**config.mk**
```make
export PLATFORM = sky130hd
export DESIGN_NAME = mem_stage
export DESIGN_NICKNAME = d
export VERILOG_FILES = /design/src/rtl/mem_stage.sv
export SDC_FILE = /design/constraint.sdc
export NUM_CORES = 1
export LEC_CHECK = 0
export BUFFER_PORTS_ARGS = -buffer_cell sky130_fd_sc_hd__buf_2
export CORE_ASPECT_RATIO = 0.8
export CORE_MARGIN = 2
export CORE_UTILIZATION = 45
export DETAILED_ROUTE_END_ITERATION = 7
export GPL_TIMING_DRIVEN = 0
export PLACE_DENSITY = 0.83
export SYNTH_ARGS = -nofsm -noshare
export SYNTH_HDL_FRONTEND = slang
export SYNTH_SLANG_ARGS = --single-unit
```
**constraint.sdc**
```tcl
create_clock -name clk -period 4.5 [get_ports clk]
set_input_delay 0.225 -clock clk [delete_from_list [all_inputs] [get_ports clk]]
set_output_delay 0.225 -clock clk [all_outputs]
set_load 0.005 [all_outputs]
```
**src/rtl/mem_stage.sv**
```systemverilog
// Memory pipeline stage: takes the execute bus, aligns and extends load data, and forwards the result.
// Optional macro MS_FWD_BUS_EN enables the result forwarding bus to decode.
module mem_stage (
  input  logic        clk,
  input  logic        reset,
  input  logic        ws_allowin,
  output logic        ms_allowin,
  input  logic        es_to_ms_valid,
  input  logic [73:0] es_to_ms_bus,
  output logic        ms_to_ws_valid,
  output logic [69:0] ms_to_ws_bus,
  input  logic [31:0] data_sram_rdata,
  output logic [37:0] ms_fwd_bus
);

  typedef struct packed {
    logic [2:0]  ld_type;
    logic        res_from_mem;
    logic        gr_we;
    logic [4:0]  dest;
    logic [31:0] result;
    logic [31:0] pc;
  } es_bus_t;

  es_bus_t     bus_r;
  logic        ms_valid;
  logic        ms_first;
  logic [31:0] hold_buf;
  logic        ms_ready_go;
  logic        ms_accept;
  logic [31:0] ld_word;
  logic [7:0]  ld_byte;
  logic [15:0] ld_half;
  logic [31:0] ld_data;
  logic [31:0] final_result;

  assign ms_ready_go    = 1'b1;
  assign ms_allowin     = !ms_valid || (ms_ready_go && ws_allowin);
  assign ms_to_ws_valid = ms_valid && ms_ready_go;
  assign ms_accept      = es_to_ms_valid && ms_allowin;

  always_ff @(posedge clk) begin
    if (reset) begin
      ms_valid <= 1'b0;
      ms_first <= 1'b0;
      hold_buf <= 32'b0;
    end else begin
      if (ms_allowin) ms_valid <= es_to_ms_valid;
      ms_first <= ms_accept;
      // SRAM data is only on the bus for one cycle; keep it for stalls.
      if (ms_valid && ms_first) hold_buf <= data_sram_rdata;
    end
  end

  // Payload carries no reset: it is ignored while ms_valid is low.
  always_ff @(posedge clk) begin
    if (ms_accept) bus_r <= es_bus_t'(es_to_ms_bus);
  end

  assign ld_word = ms_first ? data_sram_rdata : hold_buf;
  assign ld_half = bus_r.result[1] ? ld_word[31:16] : ld_word[15:0];

  always_comb begin
    ld_byte = ld_word[7:0];
    case (bus_r.result[1:0])
      2'd1:    ld_byte = ld_word[15:8];
      2'd2:    ld_byte = ld_word[23:16];
      2'd3:    ld_byte = ld_word[31:24];
      default: ld_byte = ld_word[7:0];
    endcase
  end

  always_comb begin
    ld_data = ld_word;
    case (bus_r.ld_type)
      3'd1:    ld_data = {{24{ld_byte[7]}}, ld_byte};
      3'd2:    ld_data = {24'b0, ld_byte};
      3'd3:    ld_data = {{16{ld_half[15]}}, ld_half};
      3'd4:    ld_data = {16'b0, ld_half};
      default: ld_data = ld_word;
    endcase
  end

  assign final_result = bus_r.res_from_mem ? ld_data : bus_r.result;
  assign ms_to_ws_bus = {bus_r.gr_we & ms_valid, bus_r.dest, final_result, bus_r.pc};

`ifdef MS_FWD_BUS_EN
  assign ms_fwd_bus = (ms_valid && bus_r.gr_we) ?
                      {bus_r.res_from_mem, bus_r.dest, final_result} : 38'b0;
`else
  assign ms_fwd_bus = 38'b0;
`endif

endmodule

```
---- Word level (Yosys, flattened, before mapping) ----
Cells that the tools add are included.
word-level totals
  bits in registers ....................... 108
  input bits .............................. 110
  logic and storage cells ................. 26
operators by class
  eq/ne operators ......................... 7
  multiplexer cells ....................... 5
  bitwise operators ....................... 1
  reductions and logical operators ........ 4
operator list
  operator                                                         count
  32-bit one-hot mux with 4 select lines                           1
  32-bit two-way mux                                               2
  8-bit one-hot mux with 3 select lines                            1
  16-bit two-way mux                                               1
  3-bit by 2-bit == test with 1-bit output, second input constant  2
  2-bit == test, second input constant                             2
  3-bit by 1-bit == test with 1-bit output, second input constant  1
  3-bit == test, second input constant                             1
  2-bit by 1-bit == test with 1-bit output, second input constant  1
  1-bit logical AND                                                2
  1-bit bitwise AND                                                1
  1-bit zero test                                                  1
  1-bit logical OR                                                 1

---- Depth between registers and ports, before layout ----
  depth in word-level cells ............... 4
  mapped depth ............................ 7

---- Worst setup path before layout ----
No wires, ideal clock.
  path type ............................... reg2reg
  start point ............................. register ms_valid, in the netlist ms_to_ws_valid
  end point ............................... register bus_r[32] (netlist name) (enable)
  library setup time ...................... 441 ps
  data arrival time ....................... 2,217 ps
  path slack .............................. 1,842 ps
  cell stages (with the launch flop) ...... 3
  path buffers ............................ 0
  period minus slack after synthesis ...... 2,658 ps
  cells stage by stage .................... dfxtp_1 -> nand2b_1 -> and2_1
on the way
  cells in the longest elaborated chain, start to end .. 3
RTL lines
  element                 RTL line  RTL
  from (decl)             26        logic ms_valid;
  from (signal assigned)  48        if (ms_allowin) ms_valid <= es_to_ms_valid;
  1-bit zero test         38        assign ms_allowin = !ms_valid || (ms_ready_go && ws_allowin);
  1-bit logical OR        38
  named net ms_allowin    7         output logic ms_allowin,
  1-bit logical AND       40        assign ms_accept = es_to_ms_valid && ms_allowin;
  named net ms_accept     30        logic ms_accept;
  to (signal assigned)    57        if (ms_accept) bus_r <= es_bus_t'(es_to_ms_bus);
  to (decl)               25        es_bus_t bus_r;
The timed path passes the listed nets, and every way through them passes these cells.
A chain may end at the register's enable or synchronous reset.

---- Worst setup path after layout ----
  start point ............................. register bus_r[33] (netlist name)
  end point ............................... output port ms_to_ws_bus[52]
on the way
  cells in the longest elaborated chain, start to end .. 4
  elaborated cells between the ends (all ways) .. 7
RTL lines
  element                                                                           RTL line  RTL
  2-bit == test / 2-bit by 1-bit == test with 1-bit output (equally long branches)  65        case (bus_r.result[1:0])
  8-bit one-hot mux with 3 select lines                                             65
  32-bit one-hot mux with 4 select lines (*)                                        75        case (bus_r.ld_type)
  32-bit two-way mux (*)                                                            84        assign final_result = bus_r.res_from_mem ? ld_data : bus_r.result;
  to (decl)                                                                         11        output logic [69:0] ms_to_ws_bus,
Mark *: on every way between the ends. The rest lies on a longest branch, timed or not.

==> summary.txt <==
Status
  – Status: finished, final reports clean

Run
  – Max-cap violations: 0

Synth
  – Synth Instances: between 400 and 500
  – Synth unique cells: 42
  – Synthesized area per cell: 10.9 um2
  – Synth Cell Area: approximately 5400 um2
  – Synth top area share: roughly two fifths
  – Async SR Flop Fraction: 0%
  – Number of synthesized flops with an enable pin: 74
  – Yosys Warn Count: 0
  – Seq/Total Area, Yosys: between 50 and 60%
  – Primary FF master, synth: edfxtp_1
  – Top cell type by total area after synthesis: edfxtp_1
  – Top cells by area, synth: edfxtp_1 (41%), dfxtp_1 (13%), buf_4 (11%), nand2_1 (5.8%), mux2_2 (5.4%)
  – Flop and latch count out of synthesis: 108

Detailed routing
  – Initial DRT Pass Iterations: 5
  – Residual DRC count: 0
  – Routed Antenna Nets: 0
  – Vias: roughly 4500
  – Drt wl/cell: 16.7 um
  – WL final: ~15000 um
  – Iter 0 DRT Violations: about 490
  – Vias per inst: a little over 5

Setup path
  – Worst setup EP type: output pin
  – Worst Setup Start Kind: register
  – Reg2reg start: ms_first$_SDFF_PP0_
  – Most used cell, CP: buf_6
  – Slowest CP cell: mux4_2
  – CP peak stage delay: 0.49 ns
  – Critical path origin: bus_r[33]$_DFFE_PP_
  – WP data required: 4.28 ns
  – Worst Path Max Fanout: 10
  – Worst path cell trace: buf_6 > mux4_2 > mux2_4 > a21oi_4 > buf_6 > a31oi_1 > buf_2
  – Setup Crit Path Kind: register to output pin
  – CP arrival: 2.47 ns

Cells and area
  – Final core occ: 59.8%
  – # diodes: 0
  – FILL cells: 1006
  – Share of layout cells above drive strength 1: between 40% and 50%
  – Final Cell Area: 6970 um2
  – Post-layout nets: 837
  – Growth of design area from synthesis to finish: 28.2%

Die
  – Core area: around 12000 um2
  – # rows: 35
  – I/O pins: 220
  – Starting density of the core: 46.6%
  – Chip width: 127 um
  – Die Ht: 102 um
  – Area of the die: 13000 um2

Global route
  – Remaining global-route overflow: 0
  – Total GRT Usage: between 20% and 30%
  – First-pass GRT wire length: 21900 um
  – Initial antenna violation count: 0
  – Vias in the first global route: 4048
  – Largest net degree at the start of global routing: 76

Power and ir drop
  – Worst VDD drop: 0.294 mV
  – Leak: 0.00299 uW
  – Overall power: ~2300 uW
  – Pwr Density: 331 nW/um2

Placement
  – Placed Area: 6660 um2
  – Detailed Place HPWL: between 10000 and 15000 um
  – IO Port Bufs: 180
  – GP Congestion: 0.874
  – Setup WS pre-CTS: around 2.2 ns

STA
  – Final setup vio count: 0
  – RSZ-0062 raised after global routing: false
  – Tmin final: about 2.7 ns
  – Layout Skew: 0.00522 ns
  – Slew @ Worst Pin: roughly 0.95 ns
  – Total negative setup slack: 0 ns
  – Fin crit share: approximately 60%
  – Fmax: 371 MHz
  – Slew HR: 36.7%
  – Final hold viol count: 0
  – Final Max Slew Viols: 0
  – Setup ws final: roughly 1.8 ns

Min path
  – Worst hold start: es_to_ms_bus[19]
  – Hold crit path type: primary input to register

Clock tree
  – Clock transition at path regs: 0.07 ns
  – Later-pin clock latency in the skew report: ~0.35 ns
  – Post-CTS sizing: 0
  – H-tree depth: 3
  – Post-CTS Setup Inserts: 0
  – CTS tree: done
  – CTS root buf: clkbuf_16
  – CTS Sinks: 108
  – CTS max path bufs: 2
  – # hold bufs at CTS: 0
  – Num CTS Buffers: 9
==> stage by stage <==
stage                     std cells  hold slack [ns]
after floorplan                 536            0.324
after global placement          864            0.401
after detailed placement        864            0.403
after CTS                       880           0.0377
after global routing            880           0.0306
final                           880           0.0433
==> worst max-delay path, delay by kind of cell, from the launching register on <==
family                 cells  cell delay [ns]
flip-flops                 1             0.40
multiplexers               2             0.80
AO/OA/AOI/OAI              2             0.38
buffers and inverters      3             0.54
==> layout by cell type, fill, tap and decap left out, types with 2 or more instances in the layout <==
cell type,count
buf_2,185
nand2_1,84
buf_4,76
edfxtp_1,74
a21oi_1,38
conb_1,38
dfxtp_1,34
nor2_1,26
mux2_2,26
a31oi_1,25
clkbuf_1,21
mux2i_1,12
a22oi_1,9
clkbuf_16,9
o2bb2a_1,6
nand3_1,6
o22a_1,6
o21ai_0,6
mux4_2,5
nor2b_1,5
o211ai_1,5
inv_1,3
buf_6,2
nand3b_1,2
a21boi_0,2
and2_1,2
inv_8,2
==> power by group <==
group / switching [uW] / internal, uW / total, uW / leakage [uW]
clock: 369 / 440 / 810 / 0.000148
sequential: 20.9 / 1120 / 1140 / 0.000991
combinational: 183 / 174 / 357 / 0.00185
total: 573 / 1730 / 2300 / 0.00299
==> per-layer routing <==
| metal | share of wire [%] | up-vias | global-route usage (%) | wire length [um] |
|---|---|---|---|---|
| met5 | 0 | - | 0 | 0 |
| li1 | - | 2138 | - | - |
| met3 | 9.3 | 20 | 5.29 | 1370 |
| met1 | 41 | 2092 | 30.4 | 5990 |
| met2 | 48 | 268 | 36.1 | 7050 |
| met4 | 1.9 | 0 | 6.76 | 272 |
==> path summary, 6_finish.rpt <==
| path | endpoint | slack (ns) | cells after the start |
|---|---|---|---|
| max | ms_to_ws_bus[52] | 1.81 | 7 |
| min | ms_to_ws_bus[19]$_DFFE_PP_ | 0.04 | 1 |
| max reg2reg | hold_buf[12]$_SDFFE_PP0P_ | 2.39 | 7 |
| min reg2reg | hold_buf[22]$_SDFFE_PP0P_ | 0.45 | 2 |
==> cells by family after synthesis <==
kind of cell	Yosys count	share of synthesized area, %
buf+inv	108	13.1
other cells	1	0.0690
compound gates	104	12.5
xor+xnor	2	0.323
simple gates	131	10.2
flops	108	53.4
mux	45	10.4
==> state kept, by name, indices dropped and copies added (netlist names) <==
signal and cells:
bus_r 37, ms_to_ws_bus 37, hold_buf 32, ms_first 1
ms_to_ws_valid 1
==> area by class of cell <==
cell class,instances,area [um2],area share [%]
Timing Repair Buffer,180,901,12.9
Clock inverter,7,81.3,1.17
Tap cell,148,185,2.66
Buffer,104,697,10.0
Multi-Input combinational cell,320,1960,28.1
Clock buffer,9,225,3.23
Sequential cell,108,2900,41.7
Inverter,4,15.0,0.216
==> cells in the mapped netlist (2+ instances only) <==
cell and count:
o211ai_1 5, mux4_2 5, mux2i_1 12, dfxtp_1 34, nor2b_1 5, nand3b_1 2
buf_4 76, o2bb2a_1 6, a31oi_1 25, inv_1 3, a22oi_1 9, nand3_1 6
nand2_1 84, o21ai_0 6, o22a_1 6, clkbuf_1 21, edfxtp_1 74, buf_2 5
nor2_1 26, mux2_2 26, and2_1 3, a21oi_1 38, buf_6 2, a21boi_0 2
(Power assumes the default switching activity.)
